<file path="src/rtl/regfile_wb_ctrl.sv">
// Register-file write-back arbiter: ALU results take priority, load results are buffered in a
// 2-entry FIFO, and a busy-bit scoreboard stalls decode on sources with pending loads.
module regfile_wb_ctrl (
  input  logic        i_clk,
  input  logic        i_rst,
  input  logic        i_alu_valid,
  input  logic [4:0]  i_alu_rd_addr,
  input  logic [31:0] i_alu_rd_data,
  input  logic        i_lsu_valid,
  input  logic [4:0]  i_lsu_rd_addr,
  input  logic [31:0] i_lsu_rd_data,
  output logic        o_lsu_ready,
  input  logic        i_issue_valid,
  input  logic [4:0]  i_issue_rd_addr,
  input  logic [4:0]  i_rs1_addr,
  input  logic [4:0]  i_rs2_addr,
  output logic        o_stall,
  output logic [4:0]  o_rd_addr,
  output logic [31:0] o_rd_data,
  output logic        o_rd_wren
);

  logic [4:0]  fifo_addr_q [2];
  logic [31:0] fifo_data_q [2];
  logic        rd_ptr_q, rd_ptr_d;
  logic        wr_ptr_q, wr_ptr_d;
  logic [1:0]  count_q, count_d;
  logic [31:0] busy_q, busy_d;
  logic [4:0]  rd_addr_q, rd_addr_d;
  logic [31:0] rd_data_q, rd_data_d;
  logic        rd_wren_q, rd_wren_d;
  logic        src_lsu_q, src_lsu_d;
  logic        lsu_accept, push, pop;

  // Ready comes from the registered count only, so it never depends on same-cycle inputs.
  assign o_lsu_ready = (count_q < 2'd2);
  assign lsu_accept  = i_lsu_valid && o_lsu_ready;

  assign o_rd_addr = rd_addr_q;
  assign o_rd_data = rd_data_q;
  assign o_rd_wren = rd_wren_q;

  assign o_stall = ((i_rs1_addr != 5'd0) && busy_q[i_rs1_addr]) ||
                   ((i_rs2_addr != 5'd0) && busy_q[i_rs2_addr]);

  // NOTE: every variable gets a default at the top of always_comb so no path infers a latch.
  always_comb begin
    rd_addr_d = rd_addr_q;
    rd_data_d = rd_data_q;
    rd_wren_d = 1'b0;
    src_lsu_d = src_lsu_q;
    push      = 1'b0;
    pop       = 1'b0;

    if (i_alu_valid) begin
      rd_addr_d = i_alu_rd_addr;
      rd_data_d = i_alu_rd_data;
      rd_wren_d = (i_alu_rd_addr != 5'd0);
      src_lsu_d = 1'b0;
      push      = lsu_accept;
    end else if (count_q != 2'd0) begin
      rd_addr_d = fifo_addr_q[rd_ptr_q];
      rd_data_d = fifo_data_q[rd_ptr_q];
      rd_wren_d = (fifo_addr_q[rd_ptr_q] != 5'd0);
      src_lsu_d = 1'b1;
      pop       = 1'b1;
      push      = lsu_accept;
    end else if (lsu_accept) begin
      rd_addr_d = i_lsu_rd_addr;
      rd_data_d = i_lsu_rd_data;
      rd_wren_d = (i_lsu_rd_addr != 5'd0);
      src_lsu_d = 1'b1;
    end

    rd_ptr_d = pop  ? ~rd_ptr_q : rd_ptr_q;
    wr_ptr_d = push ? ~wr_ptr_q : wr_ptr_q;
    case ({push, pop})
      2'b10:   count_d = count_q + 2'd1;
      2'b01:   count_d = count_q - 2'd1;
      default: count_d = count_q;
    endcase

    // Clear for the load being written this cycle first, so a same-edge reservation wins.
    busy_d = busy_q;
    if (rd_wren_q && src_lsu_q) busy_d[rd_addr_q] = 1'b0;
    if (i_issue_valid && (i_issue_rd_addr != 5'd0)) busy_d[i_issue_rd_addr] = 1'b1;
    busy_d[0] = 1'b0;
  end

  // NOTE: state registers use non-blocking assignments so every flop samples pre-edge values.
  always_ff @(posedge i_clk or posedge i_rst) begin
    if (i_rst) begin
      rd_ptr_q  <= 1'b0;
      wr_ptr_q  <= 1'b0;
      count_q   <= 2'd0;
      busy_q    <= 32'd0;
      rd_addr_q <= 5'd0;
      rd_data_q <= 32'd0;
      rd_wren_q <= 1'b0;
      src_lsu_q <= 1'b0;
    end else begin
      rd_ptr_q  <= rd_ptr_d;
      wr_ptr_q  <= wr_ptr_d;
      count_q   <= count_d;
      busy_q    <= busy_d;
      rd_addr_q <= rd_addr_d;
      rd_data_q <= rd_data_d;
      rd_wren_q <= rd_wren_d;
      src_lsu_q <= src_lsu_d;
    end
  end

  // NOTE: FIFO storage is not reset; the count alone decides which entries are valid.
  always_ff @(posedge i_clk) begin
    if (push) begin
      fifo_addr_q[wr_ptr_q] <= i_lsu_rd_addr;
      fifo_data_q[wr_ptr_q] <= i_lsu_rd_data;
    end
  end

endmodule

</file>
<file path="config.mk">
export PLATFORM = sky130hd
export DESIGN_NAME = regfile_wb_ctrl
export DESIGN_NICKNAME = d
export VERILOG_FILES = /design/src/rtl/regfile_wb_ctrl.sv
export SDC_FILE = /design/constraint.sdc
export NUM_CORES = 1
export LEC_CHECK = 0
export BUFFER_PORTS_ARGS = -buffer_cell sky130_fd_sc_hd__buf_2
export CAP_MARGIN = 20
export CORE_UTILIZATION = 59
export DETAILED_ROUTE_END_ITERATION = 10
export GPL_ROUTABILITY_DRIVEN = 0
export PLACE_DENSITY = 0.82
export SYNTH_ARGS = -nofsm -noshare
export SYNTH_HDL_FRONTEND = slang
export SYNTH_SLANG_ARGS = --single-unit
</file>
<file path="constraint.sdc">
create_clock -name i_clk -period 7 [get_ports i_clk]
set_input_delay 0.7 -clock i_clk [delete_from_list [all_inputs] [get_ports i_clk]]
set_output_delay 0.7 -clock i_clk [all_outputs]
set_load 0.005 [all_outputs]
</file>
==> metrics.cfg <==
[grt]
grt_pass1_wl_mm=24.55
first_global_vias=4812
grt.overflow.total=0
antenna_found_initial=1
grt_max_degree=75
grt_usage_pct=28.72

[timing]
fin_skew_ns=0.01148
fmax_mhz=341.4
rsz0062_at_grt=no
worst_hold_slack_ns=0.3697
finalHoldViolCount=0
final_max_slew_viol_count=0
setup_tns_ns=0
fin_crit_ns=2.929
finalCritPeriodShare_pct=41.84
finalSetupViolations=0
max_slew_margin_pct=27.53
tightest_slew_ns=1.084

[clock_tree]
clk_pin_slew_worst_paths_ns=0.06
cts_tree=done
cts_resized=0
clock_latency_ns=0.54
cts_made_buffers=17
cts_hold_buf=0
cts_sinks=148
post_cts_buffers=0
root_buffer=clkbuf_8
clock_path_buffers=2
htree_levels=4

[drt]
postRouteAntennaNets=0
drc_errors=0
wl_mm=15.54
drt-pass1-iter-count=5
vias_per_cell=6.290
wl_per_cell_um=19.75
drtIter0Drc=427
vias=4950

[layout]
nets=727
syn_to_final_growth_pct=19.44
ff_latch_area_sq_um=4075
finalNonFillerCells=787
fillers=690
multi_input_area_sq_um=2340
final_layout_size_suffix_gt1_share_pct=29.61

[synthesis]
synthTopCellsByArea=edfxtp_1 (34%), dfrtp_1 (28%), o21ai_0 (7.6%)
synth_top_family_by_area=compound AO/OA/AOI/OAI gates
synthAdderAreaFrac_pct=0.1893
ys_async_sr_fraction_pct=50.00
synthCells=505
synthMuxAreaShare_pct=11.07
synth-compound-area-share_pct=14.97
synth_top_area_cell=edfxtp_1
synth.distinct_cells=45
synthXorXnorAreaFrac_pct=0.6625
synth_flop_cell=edfxtp_1
syn-num-nets=600
syn_area_sq_um=6610
synth-edff-count=74
ys_seq_area_share_pct=61.63
yosysWarningCount=0
ys_ff_latch=148
synth_top_area_share_pct=33.62
avgSynthCellArea_sq_um=13.09
synth_simple_gate_area_share_pct=8.272

[hold_path]
min_path_type=in -> reg
hp-start=i_lsu_rd_data[6]
min_to=fifo_data_q[1][6]
hold_depth=1

[setup_path]
crit_path_start_kind=input pin
ff2ff_setup_slack_ns=4.39
reg2reg_depth=5
r2r-end=o_rd_addr[3]
cp-end-kind=output port
cp_max_fo=9
r2r-start=count_q[0]
arrival_ns=2.23
path_class=in -> out
cp.required_ns=6.30

[floorplan]
std_cell_rows=38
ioPinCount=134
start_util_pct=60.71
core_area_sq_um=10890
die_y_um=107.8
die_area_sq_um=11630
die_w_um=107.8

[power]
p_leak_nw=3.179
irDropWorstVdd_mv=0.2139
p_per_area_nw_per_um2=376.1
finalPower_w=0.002969

[job]
cap_violations=0

[placement]
hpwl_mm=10.12
port_buffers=133
placedCellCount=752

[outcome]
outcome=complete, no violations

==> per-stage QoR <==
step | util, % | setup WS [ns] | cell area [sq um]
floorplan | - | 3.950 | 6610
global placement | 67.09 | 3.907 | 7305
detailed placement | 67.09 | 3.810 | 7305
CTS | 72.28 | 4.089 | 7870
global route | 72.47 | 4.019 | 7890
finish | 72.51 | 4.071 | 7895
==> cells in the mapped netlist (6+ instances only) <==
master    count
a21oi_1       6
nand3b_1      9
nor2_1       16
inv_1         7
edfxtp_1     74
dfrtp_1      74
nand2_1      43
buf_6         7
a221o_1      33
buf_2        11
o21ai_0     101
clkbuf_1      7
nand3_1       7
mux4_2        8
mux2i_1      45
==> report_power, final <==
group          switching, W  internal [W]
sequential         0.000182       0.00116
combinational      0.000410      0.000358
clock              0.000362      0.000493
==> state kept, by name (all words and copies together), names as in the netlist <==
name         cells
fifo_data_q     64
o_rd_data       32
busy_q          31
fifo_addr_q     10
o_rd_addr        5
count_q          2
o_rd_wren        1
rd_ptr_q         1
src_lsu_q        1
wr_ptr_q         1
==> cell type report <==
type	count	share of cell area, %
timing repair buffer	137	8.970
inverter	7	0.3328
sequential	148	51.62
clock inverter	13	1.569
antenna	2	0.06339
tap	140	2.219
multi-input combinational	321	29.64
clock buffer	19	5.594
==> per-layer routing <==
metal | global-route usage (%) | part of all wire, %
met1 | 37.51 | 40
met2 | 45.19 | 49
met4 | 12.52 | 1.6
met3 | 7.869 | 9.8
met5 | 0 | 0
==> critical path, cell delays in order <==
cell and delay, ns:
buf_2 0.25, mux4_1 0.59, mux2i_1 0.17, nand3b_1 0.12, nand4_1 0.14, nand4_1 0.11, buf_2 0.14
==> cell usage in the layout (no fill, tap or decap), drive strengths merged, types with 5 or more instances in the layout <==
cell type and count:
a221o 33, clkinvlp 6, nand2 43, a21oi 6, dfrtp 74, a211oi 5, nand3 7, buf 137
edfxtp 74, mux2i 45, o21ai 102, xnor2 5, nor2 16, nand3b 9, mux4 11, clkbuf 19
inv 10
==> worst max-delay path by stage <==
stage / slack [ns] / end / startpoint / cells past startpoint
6_report: 4.07 / o_stall / i_rs2_addr[0] / 7
5_1_grt: 4.02 / o_stall / i_rs2_addr[0] / 7
4_1_cts: 4.09 / o_stall / i_rs2_addr[0] / 7
3_5_place_dp: 3.81 / fifo_data_q[1][12] / i_alu_valid / 3
3_3_place_gp: 3.91 / fifo_data_q[0][13] / i_alu_valid / 3
2_1_floorplan: 3.95 / fifo_addr_q[0][0] / i_alu_valid / 3
==> kinds of logic after synthesis <==
| group | after synthesis |
|---|---|
| buffers and inverters | 36 |
| adders and majority gates | 1 |
| DFF | 148 |
| muxes | 58 |
| xor gates and xnor gates | 5 |
| and+or+nand+nor | 101 |
| AOI/OAI and AO/OA | 156 |
Power figures use the tool's default switching activity.
